`config.mk`:
```
export PLATFORM = sky130hd
export DESIGN_NAME = cdb_arbiter
export DESIGN_NICKNAME = d
export VERILOG_FILES = /design/src/rtl/cdb_arbiter.sv
export SDC_FILE = /design/constraint.sdc
export NUM_CORES = 1
export LEC_CHECK = 0
export BUFFER_PORTS_ARGS = -buffer_cell sky130_fd_sc_hd__buf_2
export CORE_ASPECT_RATIO = 0.7
export CORE_MARGIN = 2
export CORE_UTILIZATION = 53
export CTS_BUF_LIST = sky130_fd_sc_hd__clkbuf_8
export CTS_CLUSTER_DIAMETER = 80
export DETAILED_ROUTE_END_ITERATION = 12
export HOLD_SLACK_MARGIN = 0.06
export PLACE_DENSITY_LB_ADDON = 0.3
export SLEW_MARGIN = 20
export SYNTH_ARGS = -nofsm -noshare
export SYNTH_HDL_FRONTEND = slang
export SYNTH_SLANG_ARGS = --single-unit
```
`constraint.sdc`:
```
create_clock -name clk_in -period 4.4 [get_ports clk_in]
set_input_delay 0.66 -clock clk_in [delete_from_list [all_inputs] [get_ports clk_in]]
set_output_delay 0.66 -clock clk_in [all_outputs]
set_load 0.02 [all_outputs]
```
`src/rtl/cdb_arbiter.sv`:
```
// rtl/cdb_arbiter.sv - two-source result queue and round-robin common data bus arbiter

module cdb_fifo #(
    parameter int WIDTH = 8,
    parameter int DEPTH = 2
) (
    input  logic             clk_i,
    input  logic             rst_ni,
    input  logic             clr_i,
    input  logic             push_i,
    input  logic [WIDTH-1:0] wdata_i,
    input  logic             pop_i,
    output logic [WIDTH-1:0] rdata_o,
    output logic             full_o,
    output logic             empty_o
);
    localparam int PW = (DEPTH > 1) ? $clog2(DEPTH) : 1;
    localparam int CW = $clog2(DEPTH + 1);
    localparam logic [CW-1:0] DEPTH_C = CW'(DEPTH);

    logic [WIDTH-1:0] mem_q [DEPTH];
    logic [PW-1:0]    wptr_q, wptr_d;
    logic [PW-1:0]    rptr_q, rptr_d;
    logic [CW-1:0]    count_q, count_d;

    always_comb begin
        wptr_d  = wptr_q;
        rptr_d  = rptr_q;
        count_d = count_q;
        if (clr_i) begin
            wptr_d  = '0;
            rptr_d  = '0;
            count_d = '0;
        end else begin
            if (push_i) wptr_d = wptr_q + 1'b1;
            if (pop_i)  rptr_d = rptr_q + 1'b1;
            case ({push_i, pop_i})
                2'b10:   count_d = count_q + 1'b1;
                2'b01:   count_d = count_q - 1'b1;
                default: count_d = count_q;
            endcase
        end
    end

    always_ff @(posedge clk_i) begin
        if (!rst_ni) begin
            wptr_q  <= '0;
            rptr_q  <= '0;
            count_q <= '0;
        end else begin
            wptr_q  <= wptr_d;
            rptr_q  <= rptr_d;
            count_q <= count_d;
        end
    end

    // Storage needs no reset; the pointers and count define what is valid.
    always_ff @(posedge clk_i) begin
        if (push_i && !clr_i) mem_q[wptr_q] <= wdata_i;
    end

    assign rdata_o = mem_q[rptr_q];
    assign full_o  = (count_q == DEPTH_C);
    assign empty_o = (count_q == '0);
endmodule

module cdb_arbiter #(
    parameter int RoB_WIDTH  = 8,
    parameter int ADDR_WIDTH = 32,
    parameter int FIFO_DEPTH = 2
) (
    input  logic                  clk_in,
    input  logic                  rst_in,
    input  logic                  rdy_in,
    input  logic                  flush_in,
    input  logic                  rs_valid_in,
    output logic                  rs_ready_out,
    input  logic [RoB_WIDTH-1:0]  rs_rob_index_in,
    input  logic [31:0]           rs_value_in,
    input  logic [ADDR_WIDTH-1:0] rs_next_pc_in,
    input  logic                  lsb_valid_in,
    output logic                  lsb_ready_out,
    input  logic [RoB_WIDTH-1:0]  lsb_rob_index_in,
    input  logic [31:0]           lsb_value_in,
    output logic                  cdb_en_out,
    output logic                  cdb_src_out,
    output logic [RoB_WIDTH-1:0]  cdb_rob_index_out,
    output logic [31:0]           cdb_value_out,
    output logic [ADDR_WIDTH-1:0] cdb_next_pc_out
);
    localparam int RSW  = RoB_WIDTH + 32 + ADDR_WIDTH;
    localparam int LSBW = RoB_WIDTH + 32;

    logic            advance;
    logic            rs_full, rs_empty, lsb_full, lsb_empty;
    logic            rs_push, rs_pop, lsb_push, lsb_pop;
    logic [RSW-1:0]  rs_head;
    logic [LSBW-1:0] lsb_head;

    logic                  en_q, en_d;
    logic                  src_q, src_d;
    logic [RoB_WIDTH-1:0]  idx_q, idx_d;
    logic [31:0]           val_q, val_d;
    logic [ADDR_WIDTH-1:0] pc_q, pc_d;
    logic                  last_lsb_q, last_lsb_d;

    assign advance       = rdy_in & ~flush_in;
    assign rs_ready_out  = rst_in & ~rs_full;
    assign lsb_ready_out = rst_in & ~lsb_full;
    assign rs_push       = rs_valid_in & rs_ready_out & advance;
    assign lsb_push      = lsb_valid_in & lsb_ready_out & advance;

    // On a tie the source that did not win last time is served.
    assign rs_pop  = advance & ~rs_empty & (lsb_empty | last_lsb_q);
    assign lsb_pop = advance & ~lsb_empty & (rs_empty | ~last_lsb_q);

    cdb_fifo #(.WIDTH(RSW), .DEPTH(FIFO_DEPTH)) u_rs_fifo (
        .clk_i   (clk_in),
        .rst_ni  (rst_in),
        .clr_i   (flush_in),
        .push_i  (rs_push),
        .wdata_i ({rs_rob_index_in, rs_value_in, rs_next_pc_in}),
        .pop_i   (rs_pop),
        .rdata_o (rs_head),
        .full_o  (rs_full),
        .empty_o (rs_empty)
    );

    cdb_fifo #(.WIDTH(LSBW), .DEPTH(FIFO_DEPTH)) u_lsb_fifo (
        .clk_i   (clk_in),
        .rst_ni  (rst_in),
        .clr_i   (flush_in),
        .push_i  (lsb_push),
        .wdata_i ({lsb_rob_index_in, lsb_value_in}),
        .pop_i   (lsb_pop),
        .rdata_o (lsb_head),
        .full_o  (lsb_full),
        .empty_o (lsb_empty)
    );

    always_comb begin
        en_d       = 1'b0;
        src_d      = src_q;
        idx_d      = idx_q;
        val_d      = val_q;
        pc_d       = pc_q;
        last_lsb_d = last_lsb_q;
        if (flush_in) begin
            last_lsb_d = 1'b1;
        end else if (rs_pop) begin
            en_d       = 1'b1;
            src_d      = 1'b0;
            {idx_d, val_d, pc_d} = rs_head;
            last_lsb_d = 1'b0;
        end else if (lsb_pop) begin
            en_d       = 1'b1;
            src_d      = 1'b1;
            {idx_d, val_d} = lsb_head;
            pc_d       = '0;
            last_lsb_d = 1'b1;
        end
    end

    always_ff @(posedge clk_in) begin
        if (!rst_in) begin
            en_q       <= 1'b0;
            src_q      <= 1'b0;
            idx_q      <= '0;
            val_q      <= '0;
            pc_q       <= '0;
            last_lsb_q <= 1'b1;
        end else begin
            en_q       <= en_d;
            src_q      <= src_d;
            idx_q      <= idx_d;
            val_q      <= val_d;
            pc_q       <= pc_d;
            last_lsb_q <= last_lsb_d;
        end
    end

    assign cdb_en_out        = en_q;
    assign cdb_src_out       = src_q;
    assign cdb_rob_index_out = idx_q;
    assign cdb_value_out     = val_q;
    assign cdb_next_pc_out   = pc_q;
endmodule

```
==> results of run 1 <==
-- registers in the layout, summed over array words and instances (netlist names), 2 cells and up, named ones only --
| register | cells |
|---|---|
| u_rs_fifo.mem_q | 144 |
| u_lsb_fifo.mem_q | 80 |
| cdb_next_pc_out | 32 |
| cdb_value_out | 32 |
| cdb_rob_index_out | 8 |
| u_lsb_fifo.count_q | 2 |
| u_rs_fifo.count_q | 2 |
-- worst reg2reg max path, delay by kind of cell, from the launching register on --
family / cells / cell delay (ps)
buf+inv: 2 / 1080
flops: 1 / 560
simple gates: 2 / 450
-- cell families after synthesis --
kind of cell	Yosys count	synth area share [%]
DFF	309	68.8
AOI/OAI and AO/OA	164	10.8
and+or+nand+nor	142	6.52
muxes	112	10.3
buffers and inverters	84	3.06
xor gates and xnor gates	4	0.286
adders and majority gates	2	0.204
-- final cells by class --
class,count,area (um2),area share [%]
flip-flops and latches,309,8430,58.4
well taps,312,390,2.71
clock buffers,59,812,5.63
inverters,7,28.8,0.199
clock inverters,29,150,1.04
diodes,1,2.50,0.0173
repair buffers,209,1110,7.70
multi-input cells,424,3500,24.3
-- power groups by stage --
stage	registers (uW)	clock network [uW]	logic, uW
2_1_floorplan	3220	0	85.6
3_3_place_gp	3220	0	193
3_5_place_dp	3220	0	197
4_1_cts	3150	2400	198
5_1_grt	3150	2520	214
6_report	3150	2350	198
-- worst min-delay path by stage --
stage	cells after the start	to	start	slack, ps
4_1_cts	1	u_lsb_fifo.mem_q[0][36]	lsb_rob_index_in[4]	250
3_5_place_dp	2	cdb_next_pc_out[2]	cdb_next_pc_out[2]	460
3_3_place_gp	2	cdb_next_pc_out[2]	cdb_next_pc_out[2]	460
5_1_grt	1	u_rs_fifo.mem_q[0][29]	rs_next_pc_in[29]	260
2_1_floorplan	2	flop	u_lsb_fifo.rptr_q	460
6_report	1	u_lsb_fifo.mem_q[0][13]	lsb_value_in[13]	280
-- per-layer routing --
layer  up-vias  part of all wire, %  GRT usage, %
met5         -                    0             0
met4         0                  1.8          5.73
met3        52                  8.6          4.91
met2       390                   44          34.8
met1      3939                   46          34.8
li1       3591                    -             -
-- synthesized netlist by cell type --
master / number
clkbuf_1: 41
a31oi_1: 40
or2_2: 1
o32ai_2: 38
nor4_1: 40
or3_1: 4
buf_6: 6
xnor2_1: 2
nand2_1: 40
nand2b_1: 3
o31ai_1: 2
o21a_1: 1
and3b_1: 2
o21ba_1: 1
or4_1: 2
o21bai_1: 1
buf_1: 18
inv_2: 1
nor3_1: 1
nand3_1: 2
nand4_1: 34
and2_1: 2
nand2b_4: 1
buf_2: 11
a31o_2: 2
o32ai_1: 2
mux2_2: 112
clkbuf_2: 1
xor2_1: 2
nor4_4: 1
ha_1: 2
a21oi_1: 41
dfxtp_1: 85
inv_1: 6
nor2b_1: 1
o21ai_0: 36
nor2_1: 7
edfxtp_1: 224
nand3b_1: 1
-- per-stage QoR --
step / cell area (um2) / std cells / hold slack, ps / total power (uW)
detailed placement: 13400 / 1260 / 462 / 3410
global placement: 13400 / 1260 / 459 / 3410
CTS: 14400 / 1348 / 254 / 5750
global route: 14400 / 1349 / 265 / 5890
floorplan: 12300 / 817 / 463 / 3300
finish: 14400 / 1350 / 285 / 5710
==> key figures, run 1 <==
Outcome
  • Outcome: finished clean

Power
  • Reg power frac: 55.3%
  • Leakage: 0.00511 uW
  • Internal: 4490 uW
  • Switching Power: 1220 uW
  • P per Cell Area: 395 nW/um2
  • Clk pwr share: 41.2%
  • Worst VDD drop: 0.000246 V
  • Combinational Power Share: 3.5%
  • Switching share of total power: 21.3%

Setup path
  • Critical path startpoint category: flop
  • CP max stage delay: 610 ps
  • Crit. path cell count: 4
  • CP startpoint: u_rs_fifo.count_q[0]
  • Cells on worst reg2reg path: 4
  • Arr. time, crit path: 2640 ps
  • FF-to-FF setup slack: 1980 ps
  • CP endpoint: u_rs_fifo.mem_q[0][58]
  • Endpoint class of the critical path: flop
  • R2r startpoint: u_rs_fifo.count_q[0]
  • Bufs and invs on worst path: 2
  • WS Path Type: flop to flop
  • RR Endpoint: u_rs_fifo.mem_q[0][58]
  • CP required: 4620 ps
  • Cell Chain, Critical Path: nand2b_1, nand4_1, inv_4, buf_4
  • Max Fanout on Critical Path: 53
  • Slowest cell on the critical path: inv_4
  • Family with the most delay on the worst path: buffers and inverters

Final layout
  • Final-layout fill cell count: 1,742
  • Layout net count: 1,118
  • Most frequent cells in the layout: 224 x edfxtp_1, 193 x buf_2, 112 x mux2_2
  • Area Overhead vs Synth: 17.8%
  • Share of cells above drive strength 1: 42.8%
  • Fin util: 63.6%
  • Leading cell type in the layout, fill and taps excluded: edfxtp_1

Timing
  • Min setup slack post-route: 1980 ps
  • F_max: 413 MHz
  • Max Clock Skew: 24.4 ps
  • Slew at the pin with the worst max-slew slack: 1080 ps
  • Setup violators final: 0
  • Unrepaired setup endpoints after global routing: no
  • Final min period: 2420 ps
  • Hold Vio Cnt, Final: 0
  • Slew HR: 27.9%
  • Post-route setup TNS: 0 ps
  • Final Max Slew Viols: 0
  • Period utilisation layout: 55.0%

CTS
  • H-tree depth: 2
  • Clock Latency Late Sink: 560 ps
  • CTS resizes: 0
  • Clock Sinks: 309
  • Post-CTS Hold Buffers: 0
  • Clk slew on worst S/H paths: 60 ps
  • Post-CTS Setup Bufs: 0
  • Clk buf depth: 3
  • CTS buffer count: 47
  • TritonCTS clock tree: built
  • Clk root buf: clkbuf_8

Floorplanning
  • Core Box Area: 22,700 um2
  • Die Area: 24,400 um2
  • Starting Density: 54.0%
  • Io pins: 194
  • Placement Rows: 46
  • Chip Height: 131 um
  • Die width: 186 um

Synth
  • Synth Register Bits: 309
  • YS warnings: 0
  • Post-synth top area cell: edfxtp_1
  • Synth top area cells: edfxtp_1 55%, dfxtp_1 14%, mux2_2 10%
  • Register area share after synthesis: 68.8%
  • Post-synth top area share: 54.9%
  • Post-Synthesis Cells: 817
  • Synth unique cells: 39
  • Synth Cell Area: 12,300 um2
  • Syn nets: 937
  • Average cell area after synthesis: 15.0 um2

Drt
  • DR vias/cell: 5.91
  • Routed Antenna Nets: 0
  • Routed wire length: 28,700 um
  • Detailed-route via count: 7,972
  • Post-route DRC: 0
  • DR pass1 iterations: 6
  • DRT iter0 DRCs: 650
  • Per-cell routed wire length: 21.2 um

Placement
  • Placer Congestion: 0.759
  • Hpwl dp: 17,000 um
  • Setup WS pre-CTS: 1480 ps
  • Port bufs: 193

Global routing
  • Antenna violations before repair: 0
  • Tot GR Track Use: 23.2%
  • Global-route wire length before repair: 43,800 um
  • Largest net degree at the start of global routing: 73
  • Vias in the first global route: 7,849
  • Grt ovf: 0

Hold path
  • Hold Crit Class: primary input to flop

Job
  • Max_cap viols: 0
Power figures use the tool's default switching activity.
==> run 2: changes to the inputs <==
--- a/config.mk
+++ b/config.mk
@@ -5,6 +5,7 @@
 export SDC_FILE = /design/constraint.sdc
 export NUM_CORES = 1
 export LEC_CHECK = 0
+export ABC_AREA = 1
 export BUFFER_PORTS_ARGS = -buffer_cell sky130_fd_sc_hd__buf_2
 export CORE_ASPECT_RATIO = 0.7
 export CORE_MARGIN = 2
==> constraint.sdc (replaced) <==
create_clock -name clk_in -period 2.2 [get_ports clk_in]
set_input_delay 0.33 -clock clk_in [delete_from_list [all_inputs] [get_ports clk_in]]
set_output_delay 0.33 -clock clk_in [all_outputs]
set_load 0.02 [all_outputs]
==> run 2 against run 1 <==
  * Clock skew decreased by 6.8 ps
  * Via count increased by 13%
  * Clock power increased by 83%
  * Largest cell class unchanged
  * Non-clock buffer count increased by 120
==> key figures, run 2 <==
Setup path
  • Max Fanout on Critical Path: 26
  • WS Path Type: primary input to flop
  • FF-to-FF setup slack: 500 ps
  • RR Endpoint: cdb_rob_index_out[6]
  • Cells on worst reg2reg path: 6
  • Endpoint class of the critical path: flop
  • Critical path startpoint category: primary input
  • CP endpoint: u_rs_fifo.mem_q[0][32]
  • R2r startpoint: u_lsb_fifo.count_q[0]
  • CP required: 2390 ps
  • Arr. time, crit path: 2010 ps
  • CP startpoint: flush_in

Timing
  • Setup violators final: 0
  • Hold Vio Cnt, Final: 0
  • Slew HR: 44.4%
  • Max Clock Skew: 17.7 ps
  • Final min period: 1810 ps
  • F_max: 551 MHz
  • Period utilisation layout: 82.5%
  • Unrepaired setup endpoints after global routing: no
  • Slew at the pin with the worst max-slew slack: 834 ps
  • Final Max Slew Viols: 0
  • Post-route setup TNS: 0 ps

Global routing
  • Tot GR Track Use: 23.9%
  • Grt ovf: 0
  • Largest net degree at the start of global routing: 81
  • Vias in the first global route: 8,815
  • Global-route wire length before repair: 44,200 um
  • Antenna violations before repair: 1

Floorplanning
  • Io pins: 194
  • Placement Rows: 45
  • Chip Height: 129 um
  • Core Box Area: 21,800 um2
  • Die Area: 23,700 um2
  • Starting Density: 54.5%
  • Die width: 183 um

CTS
  • Clk root buf: clkbuf_8
  • H-tree depth: 2
  • Clock Latency Late Sink: 550 ps
  • Clock Sinks: 309
  • TritonCTS clock tree: built
  • CTS buffer count: 45
  • Clk slew on worst S/H paths: 60 ps
  • Clk buf depth: 3

Outcome
  • Outcome: finished clean

Synth
  • YS warnings: 0
  • Register area share after synthesis: 70.7%
  • EDFF count, synth: 224
  • Most instantiated library cell after synthesis: nand2_1
  • Synth async-reset ratio: 0%
  • Synth Flop Type: edfxtp_1
  • Post-synth top area cell: edfxtp_1
  • Average cell area after synthesis: 10.6 um2
  • Synth Register Bits: 309
  • Synth unique cells: 21
  • Synth top cells by count: 348 x nand2_1, 224 x edfxtp_1, 93 x nor2_1
  • Synth top area cells: edfxtp_1 56%, dfxtp_1 14%, nand2_1 11%
  • Synth Cell Area: 11,900 um2
  • Post-Synthesis Cells: 1,128
  • Post-synth top area share: 56.5%
  • Syn nets: 1,248

Final layout
  • Area Overhead vs Synth: 27.6%
  • Post-route cell area: 15,200 um2
  • Flip-flop count of the largest register after layout: 144
  • Final-layout fill cell count: 1,596
  • Layout net count: 1,558
  • Share of cells above drive strength 1: 19.6%
  • Fin util: 69.6%
  • Most frequent cells in the layout: 348 x nand2_1, 224 x edfxtp_1, 193 x buf_2
  • Reg with most FFs: u_rs_fifo.mem_q
  • Leading cell type in the layout, fill and taps excluded: nand2_1
  • Top flop regs: u_rs_fifo.mem_q x144, u_lsb_fifo.mem_q x80

Hold path
  • Hold Crit Class: primary input to flop

Placement
  • Placer Congestion: 0.786
  • Hpwl dp: 15,900 um
  • Cell Area, Placed: 13,200 um2
  • Port bufs: 193

Drt
  • DRT iter0 DRCs: 699
  • Detailed-route via count: 8,992
  • Met2 WL: 13,200 um
  • DR vias/cell: 5.12
  • Met3 routed WL: 2060 um
  • Per-cell routed wire length: 15.8 um
  • Routed wire length: 27,800 um
  • Top Layer Used: met4
  • M1 WL: 12,100 um
  • Routed Antenna Nets: 0
  • Post-route DRC: 0
  • DR pass1 iterations: 5

Job
  • Max_cap viols: 0

Power
  • Leakage: 0.00619 uW
  • Worst VDD drop: 0.000640 V
  • P per Cell Area: 729 nW/um2
-- run 2: changes by cell type in the layout (fill, tap and decap cells not counted), moves of 34 or more --
| cell | before | now |
|---|---|---|
| a21oi_1 | 41 | 77 |
| a31oi_1 | 40 | 0 |
| dlygate4sd3_1 | 0 | 113 |
| inv_1 | 21 | 81 |
| mux2_2 | 112 | 0 |
| nand2_1 | 40 | 348 |
| nand3_1 | 2 | 75 |
| nand4_1 | 34 | 0 |
| nor2_1 | 3 | 90 |
| nor4_1 | 40 | 0 |
| o21ai_0 | 36 | 87 |
| o32ai_2 | 38 | 0 |
-- run 2: how the worst min path moves through the flow --
stage,from,to,slack [ps],cells past startpoint
after global routing,rs_valid_in,u_rs_fifo.wptr_q,230,5
after detailed placement,cdb_next_pc_out[3],cdb_next_pc_out[3],450,2
after CTS,rs_valid_in,u_rs_fifo.wptr_q,210,5
final,rs_valid_in,u_rs_fifo.wptr_q,240,5
after global placement,cdb_next_pc_out[10],cdb_next_pc_out[10],450,2
after floorplan,flush_in,cdb_en_out,410,1
-- run 2: metal layers --
metal / track usage, % / up-vias
met1: 32.2 / 4202
met2: 40.3 / 361
met4: 6.45 / 0
li1: - / 4395
met3: 4.72 / 34
met5: 0 / -
-- run 2: final cells by class --
cell class | count | area (um2) | area share, %
sequential | 309 | 8430 | 55.5
multi-input combinational | 690 | 2960 | 19.5
timing repair buffer | 329 | 2360 | 15.5
clock buffer | 54 | 743 | 4.89
tap | 282 | 353 | 2.32
inverter | 63 | 240 | 1.58
clock inverter | 29 | 114 | 0.749
antenna | 1 | 2.50 | 0.0165
-- run 2: power by group --
part           leakage, uW  switching [uW]  internal, uW
clock network     0.000532            2070          2220
registers          0.00271            15.8          6290
logic              0.00294             237           255
-- run 2: through the flow --
step           worst slack [ps]  hold slack, ps  power, uW  std cells
2_1_floorplan              1.20             407       6560       1128
3_3_place_gp                425             446       6750       1560
3_5_place_dp                381             449       6760       1560
4_1_cts                     387             206      11200       1756
5_1_grt                     235             225      11500       1757
6_report                    385             238      11100       1757
-- run 2: repair_timing --
item | in CTS | in global routing
endpoints found under the hold margin | 225 | 0
buffers inserted | 0 | 0
gates resized for setup | 0 | 0
hold buffers | 113 | 0
-- run 2: critical path, stage by stage --
cell,delay [ps]
dlygate4sd3_1,540
buf_2,170
nor2_4,160
nand2_1,80
nor2_2,140
inv_2,70
nor2_4,140
buf_4,360
-- run 2: cell families (layout without fill, tap and decap cells) --
group / count (synthesis) / in the layout / synth area share, %
simple gates: 521 / 521 / 17.3
flops: 309 / 309 / 70.7
compound gates: 167 / 167 / 7.07
buf+inv: 129 / 475 / 4.64
fa+ha+maj: 2 / 2 / 0.210
other cells: 0 / 1 / 0
